<file path="src/rtl/rst_cond_pkg.sv">
// Shared types and defaults for the reset conditioner.
package rst_cond_pkg;

  typedef enum logic [1:0] {
    RESET = 2'd0,
    SYNC  = 2'd1,
    HOLD  = 2'd2,
    RUN   = 2'd3
  } rc_state_t;

  localparam int DEF_SYNC_STAGES = 2;
  localparam int DEF_HOLD_CYCLES = 4;
  localparam int DEF_MIN_PULSE   = 3;

  // Bits needed to count 0..max_val; never less than one bit.
  function automatic int cnt_width(input int max_val);
    return (max_val < 1) ? 1 : $clog2(max_val + 1);
  endfunction

endpackage

</file>
<file path="src/rtl/reset_sync.sv">
// Async-assert / sync-deassert reset chain. Flags the cycle just before its
// output flop loads 1, so the consumer can act on the same edge the chain releases.
module reset_sync #(
  parameter int STAGES = 2
) (
  input  logic clk,
  input  logic rst_n,
  output logic release_edge
);

  logic [STAGES-1:0] chain_reg;

  generate
    for (genvar gi = 0; gi < STAGES; gi++) begin : g_stage
      always_ff @(posedge clk or negedge rst_n) begin
        if (!rst_n) begin
          chain_reg[gi] <= 1'b0;
        end else if (gi == 0) begin
          chain_reg[gi] <= 1'b1;
        end else begin
          chain_reg[gi] <= chain_reg[(gi == 0) ? 0 : gi-1];
        end
      end
    end
  endgenerate

  assign release_edge = chain_reg[STAGES-2] & ~chain_reg[STAGES-1];

endmodule

</file>
<file path="src/rtl/rst_conditioner.sv">
// Reset conditioner: synchronized release, minimum-width stretch, and a
// glitch-filtered soft reset, followed by a registered downstream valid.
module rst_conditioner
  import rst_cond_pkg::*;
#(
  parameter int SYNC_STAGES = DEF_SYNC_STAGES,
  parameter int HOLD_CYCLES = DEF_HOLD_CYCLES,
  parameter int MIN_PULSE   = DEF_MIN_PULSE
) (
  input  logic       clk,
  input  logic       rst_n,
  input  logic       sw_rst_req,
  output logic       rst_out_n,
  output logic       valid,
  output logic [1:0] state_o
);

  localparam int HW = cnt_width(HOLD_CYCLES - 1);
  localparam int FW = cnt_width(MIN_PULSE - 1);
  localparam logic [HW-1:0] HOLD_LAST = HW'(HOLD_CYCLES - 1);
  localparam logic [FW-1:0] FILT_LAST = FW'(MIN_PULSE - 1);

  rc_state_t       state_reg, state_next;
  logic [HW-1:0]   hold_cnt_reg, hold_cnt_next;
  logic [FW-1:0]   filt_cnt_reg, filt_cnt_next;
  logic            rst_out_n_reg, rst_out_n_next;
  logic            valid_reg, valid_next;
  logic            release_edge;
  logic            soft_accept;

  reset_sync #(
    .STAGES(SYNC_STAGES)
  ) u_reset_sync (
    .clk         (clk),
    .rst_n       (rst_n),
    .release_edge(release_edge)
  );

  assign soft_accept = sw_rst_req && (filt_cnt_reg == FILT_LAST);

  always_comb begin
    state_next    = state_reg;
    hold_cnt_next = hold_cnt_reg;

    if (!sw_rst_req) begin
      filt_cnt_next = '0;
    end else if (filt_cnt_reg == FILT_LAST) begin
      filt_cnt_next = filt_cnt_reg;
    end else begin
      filt_cnt_next = filt_cnt_reg + FW'(1);
    end

    unique case (state_reg)
      RESET: state_next = SYNC;
      SYNC: begin
        if (release_edge) begin
          state_next    = HOLD;
          hold_cnt_next = '0;
        end
      end
      HOLD: begin
        // A request still asserted keeps restarting the hold window.
        if (sw_rst_req) begin
          hold_cnt_next = '0;
        end else if (hold_cnt_reg == HOLD_LAST) begin
          state_next = RUN;
        end else begin
          hold_cnt_next = hold_cnt_reg + HW'(1);
        end
      end
      RUN: begin
        if (soft_accept) begin
          state_next    = HOLD;
          hold_cnt_next = '0;
        end
      end
      default: state_next = RESET;
    endcase

    rst_out_n_next = (state_next == RUN);
    // Valid trails the reset release by one full cycle.
    valid_next     = (state_reg == RUN) && (state_next == RUN);
  end

  always_ff @(posedge clk or negedge rst_n) begin
    if (!rst_n) begin
      state_reg     <= RESET;
      hold_cnt_reg  <= '0;
      filt_cnt_reg  <= '0;
      rst_out_n_reg <= 1'b0;
      valid_reg     <= 1'b0;
    end else begin
      state_reg     <= state_next;
      hold_cnt_reg  <= hold_cnt_next;
      filt_cnt_reg  <= filt_cnt_next;
      rst_out_n_reg <= rst_out_n_next;
      valid_reg     <= valid_next;
    end
  end

  assign rst_out_n = rst_out_n_reg;
  assign valid     = valid_reg;
  assign state_o   = state_reg;

endmodule
</file>
<file path="config.mk">
export PLATFORM = sky130hd
export DESIGN_NAME = rst_conditioner
export DESIGN_NICKNAME = d
export VERILOG_FILES = /design/src/rtl/rst_cond_pkg.sv /design/src/rtl/reset_sync.sv /design/src/rtl/rst_conditioner.sv
export SDC_FILE = /design/constraint.sdc
export NUM_CORES = 1
export LEC_CHECK = 0
export ABC_AREA = 1
export CAP_MARGIN = 10
export CORE_AREA = 2 2 39 41
export DETAILED_ROUTE_END_ITERATION = 8
export DIE_AREA = 0 0 41 43
export PLACE_DENSITY = 0.5
export SLEW_MARGIN = 0
export SYNTH_ARGS = -nofsm -noshare
export SYNTH_HDL_FRONTEND = slang
export SYNTH_SLANG_ARGS = --single-unit
</file>
<file path="constraint.sdc">
create_clock -name clk -period 1.3 [get_ports clk]
set_input_delay 0.195 -clock clk [delete_from_list [all_inputs] [get_ports clk]]
set_output_delay 0.195 -clock clk [all_outputs]
set_load 0.02 [all_outputs]
</file>
# [After elaboration in Yosys (flattened, before gate mapping)]
# Index checks and enable logic that the tools add are counted.
[totals] word_cells=38 inputBits=3 regBits=10 output_inout_bits=4
[op_classes] n_eq_ne=10 add_sub_neg=2 bitwise=2 reduce_logical=5 muxes=12
[op_table] cell="$mux 2" count=10
[op_table] cell="$eq 2x2->1 const B" count=5
[op_table] cell="$pmux 2 s4" count=1
[op_table] cell="$ne 2x2->1 const B" count=3
[op_table] cell="$pmux 2 s3" count=1
[op_table] cell="$add 2x1->2 const B" count=2
[op_table] cell="$reduce_and 4->1" count=1
[op_table] cell="$ne 3x3->1 const B" count=1
[op_table] cell="$reduce_bool 3->1" count=1
[op_table] cell="$eq 2x1->1 const B" count=1
[op_table] cell="$logic_and 1x1->1" count=2
[op_table] cell="$logic_not 2->1" count=1
[op_table] cell="$and 1x1->1" count=1
[op_table] cell="$not 1->1" count=1

# [Logic depth before layout (Yosys ltp)]
# Gate-level depths: netlist of the first run.
[depth] depth_word=6 ltp_mapped=7 depth_no_buf=7

# [Modules after synthesis]
# Synthesis of the first run repeated with hierarchy kept, for this count alone.
[unflattened] cells_unflattened=47 hier_area_um2=450.4
[modules_own_cells] mod="rst_conditioner" seq_area_each_um2=200.2 instances=1 area_each_um2=386.6 cells_per_inst=42
[modules_own_cells] mod="reset_sync" seq_area_each_um2=50.0 instances=1 area_each_um2=63.8 cells_per_inst=5

# [Least setup slack after synthesis of the first run]
# OpenSTA, ideal clock, no wires.
[synth_path] kind="register to register" from="register filt_cnt_reg[0]" to="register hold_cnt_reg[0]" synth_period_minus_slack_ps=1079 required_ps=1181 path_buffers=0 t_arrival_ps=960 path_stages_with_launch=8 setup_ps=119 setup_slack_ps=221 path_cell_list="dfrtp_1 > inv_1 > ha_1 > nand2_1 > nand3_1 > nand3_2 > nand2_1 > nand2_1"
[synth_via] elab_chain_len=4
[synth_rtl] item="from (decl)" line="rst_conditioner.sv:25" text="logic [FW-1:0] filt_cnt_reg, filt_cnt_next;"
[synth_rtl] item="from (signal assigned)" line="rst_conditioner.sv:95" text="filt_cnt_reg <= filt_cnt_next;"
[synth_rtl] item="$eq 2x2->1" line="rst_conditioner.sv:39" text="assign soft_accept = sw_rst_req && (filt_cnt_reg == FILT_LAST);"
[synth_rtl] item="$logic_and 1x1->1" line="rst_conditioner.sv:39"
[synth_rtl] item="$ne 2x2->1 (no line)"
[synth_rtl] item="$reduce_and 4->1 (no line)"
[synth_rtl] item="to (signal assigned)" line="rst_conditioner.sv:94" text="hold_cnt_reg <= hold_cnt_next;"
[synth_rtl] item="to (decl)" line="rst_conditioner.sv:24" text="logic [HW-1:0] hold_cnt_reg, hold_cnt_next;"
# No other way between the ends.
# A chain may end at the register's enable or synchronous reset.

# [Worst setup path after layout of the first run]
[layout_path] from="register state_reg[1], in the netlist state_o[1]" to="output state_o[1]"
[layout_lines] item="from (decl)" line="rst_conditioner.sv:23" text="rc_state_t state_reg, state_next;"
[layout_lines] item="from (signal assigned)" line="rst_conditioner.sv:93" text="state_reg <= state_next;"
[layout_lines] item="to (decl)" line="rst_conditioner.sv:15" text="output logic [1:0] state_o"
# No word-level cell between the ends.

==> results of run 1 <==
==> worst paths after layout <==
check	start	endpoint	depth (start not counted)
max	state_o[1]	state_o[1]	1
min	rst_n	u_reset_sync.chain_reg[1]	1
max reg2reg	hold_cnt_reg[0]	hold_cnt_reg[1]	7
min reg2reg	u_reset_sync.chain_reg[0]	u_reset_sync.chain_reg[1]	0
max in group asynchronous	rst_n	state_o[1]	1
min in group clk	u_reset_sync.chain_reg[0]	u_reset_sync.chain_reg[1]	0
==> repair_timing <==
item | in CTS | in global routing
resized for setup | 4 | 1
gates cloned | 0 | 0
setup endpoints to repair | 4 | 1
buffers inserted | 0 | 0
endpoints found under the hold margin | 0 | 0
==> placed cells by master (no fill, tap or decap) <==
cell type,n
a211oi_1,1
buf_4,2
clkbuf_4,3
clkdlybuf4s50_1,2
conb_1,1
dfrtp_1,10
dlygate4sd2_1,4
ha_1,2
inv_1,9
nand2_1,10
nand2_2,1
nand3_1,2
nand3_2,2
nand4_1,2
nor2_1,5
o21ai_0,1
==> layer usage <==
metal / wire length, um / up-vias / part of all wire
met1: 345 / 152 / 0.48
met3: 33 / 2 / 0.046
met5: 0 / - / 0
met2: 325 / 4 / 0.46
li1: - / 163 / -
met4: 9 / 0 / 0.013
==> where the power goes <==
part | switching (uW) | internal [uW]
registers | 44.7 | 409
clock network | 94.7 | 106
logic | 239 | 180
==> final cells by class <==
type,count,area [um2],share of cell area
multi-input combinational,27,146.4,0.2696
tap,16,20.02,0.03687
timing repair buffer,8,70.07,0.1290
sequential,10,250.2,0.4608
clock buffer,3,22.52,0.04147
inverter,9,33.78,0.06221
==> kinds of logic after synthesis <==
kind of cell,after synthesis
AOI/OAI and AO/OA,2
adders and majority gates,2
buffers and inverters,9
DFF,10
other,1
and+or+nand+nor,22
==> metrics by stage <==
stage,hold slack (ns),area [um2],total power (uW),std cells
6_report,0.2467,543.0,1075,73
5_1_grt,0.2994,543.0,1182,73
4_1_cts,0.2722,538.0,1093,73
3_5_place_dp,0.3640,520.5,913.4,70
3_3_place_gp,0.3615,520.5,907.4,70
2_1_floorplan,-0.1006,425.4,724.7,46
==> worst reg2reg max path: stages, from the launching register on <==
cell	delay, ns
dfrtp_1	0.40
ha_1	0.20
inv_1	0.05
nor2_1	0.03
nand2_1	0.14
nand3_2	0.12
nand2_1	0.07
nand2_1	0.05
==> results.md, run 1 <==
* Outcome: completed
* Hold Vio Cnt, Final at 0
* Syn. warnings at 0
* Synth cell count leaders: dfrtp_1, nand2_1, inv_1
* # nets final at 64
* Startpoint types: flop
* TritonCTS Buffers at 3
* Number of max-cap violations at 0
* Final core utilization at 0.3924
* Port buffer count at 6
* Post-Synth Simple-Gate Area at 0.2353
* Seq/Total Area, Yosys at 0.5882
* CTS tree: built
* Mux cell area share after synthesis at 0
* Async S/R FF share, synth at 1.000
* Number of global-route vias before repair at between 300 and 400
* Share of the synthesized area in the top cell type at 0.5882
* Pwr Density at around 2000 nW/um2
* Syn Nets at 51
* Worst setup EP type: output pin
* Clock sinks at 10
* Yosys reg bits at 10
* Detail Route Antenna Nets at 0
* Tcrit/Tclk final at 0.9145
* Worst Slack Setup Final at ~0.11 ns
* Internal reg-to-reg setup slack at 0.14 ns
* CTS Hold Buffers Added at 0
* Met1 Track Usage GR at 0.1300
* Cell variety after synth at 12
* Post-DP HPWL at approximately 540 um
* CTS H-tree depth at 1
* Largest area contributor in the netlist: dfrtp_1
* Antenna violations before repair at 0
* Period minus WS final at 1.189 ns
* Aggregate global-route resource usage at 0.1107
* IO Pins at 7
* First DRT Iteration DRCs at 4
* Die Wd at 41 um
* Maximum vdd ir drop at 0.6430 mV
* Largest family of logic cells by synthesized area: simple AND/OR/NAND/NOR gates
* CP Max Fanout at 4
* Max frequency at 841.2 MHz
* Compound-Gate Fraction of Synth Area at 0.02941
* Root buffer cell: clkbuf_4
* CTS Buffer Depth at 2
* Die H at approximately 43 um
* Detailed-route DRC error count at 0
* CTS clk-pin slew, worst paths at approximately 0.06 ns
* Global-route wire length before repair at between 1000 and 1500 um
* WL/cell at approximately 10 um
* CP delay by family, top: flip-flops
* Worst setup path category: flop to output pin
* Max Clock Skew at between 0.0003 and 0.0004 ns
* Die Area at about 1800 um2
* Final Setup Violations at 0
* Row cnt at 14
* Worst skew pair latency at 0.26 ns
* Global placement routability congestion at 0.7693
* Via density at approximately 4.4
* Met3 Resource Use GR at 0.03141
* Number of enable flip-flop cells after synthesis at 0
* Crit path max-delay cell type: dfrtp_1
* Final slew viol count at 0
* Vias at between 300 and 400
* Synthesized area per cell at 9.248 um2
* Core Region at approximately 1400 um2
* Top FF cell, synth: dfrtp_1
* Area of the mapped netlist at about 430 um2
* Overflow after GRT at 0
* CP max stage delay at just over 0.4 ns
* Initial core utilization at 0.3074
* Synth area leaders: dfrtp_1, nand2_1, inv_1
* CP bufs+invs at 1
* Layout cells sized above 1 at 0.1404
* Worst path required time at between 1 and 1.5 ns
* GR Util met2 at 0.1531
* HP Class: input pin to async pin
* P_leak at 0.0003060 uW
* Setup TNS at 0 ns
* Synth Area in Adders at 0.05882
* Cell count after synthesis at 46
* RSZ-0062 raised after global routing: no
* Overall routed net length at about 710 um
* Synth-to-Final Area Change at 27.65%
* CP cell instances: dlygate4sd2_1
* Synth Area in XOR/XNOR at 0
* FILL cells at 150
* Antenna diodes at 0
* Busiest grt layer: met2
* Worst endpoint data arrival time at between 0.9 and 1 ns
* Largest net degree at the start of global routing at 11
* Drt pass-1 iters at 2
* Setup Slack @ Placement at -0.004164 ns
Power figures use the tool's default switching activity.
==> run 2, diff against run 1 <==
- CAP_MARGIN: 10 -> not set
- HOLD_SLACK_MARGIN: not set -> 0.15
==> results of run 2 <==
Same layout as run 1: the final DEF is identical, and so are final timing and power.
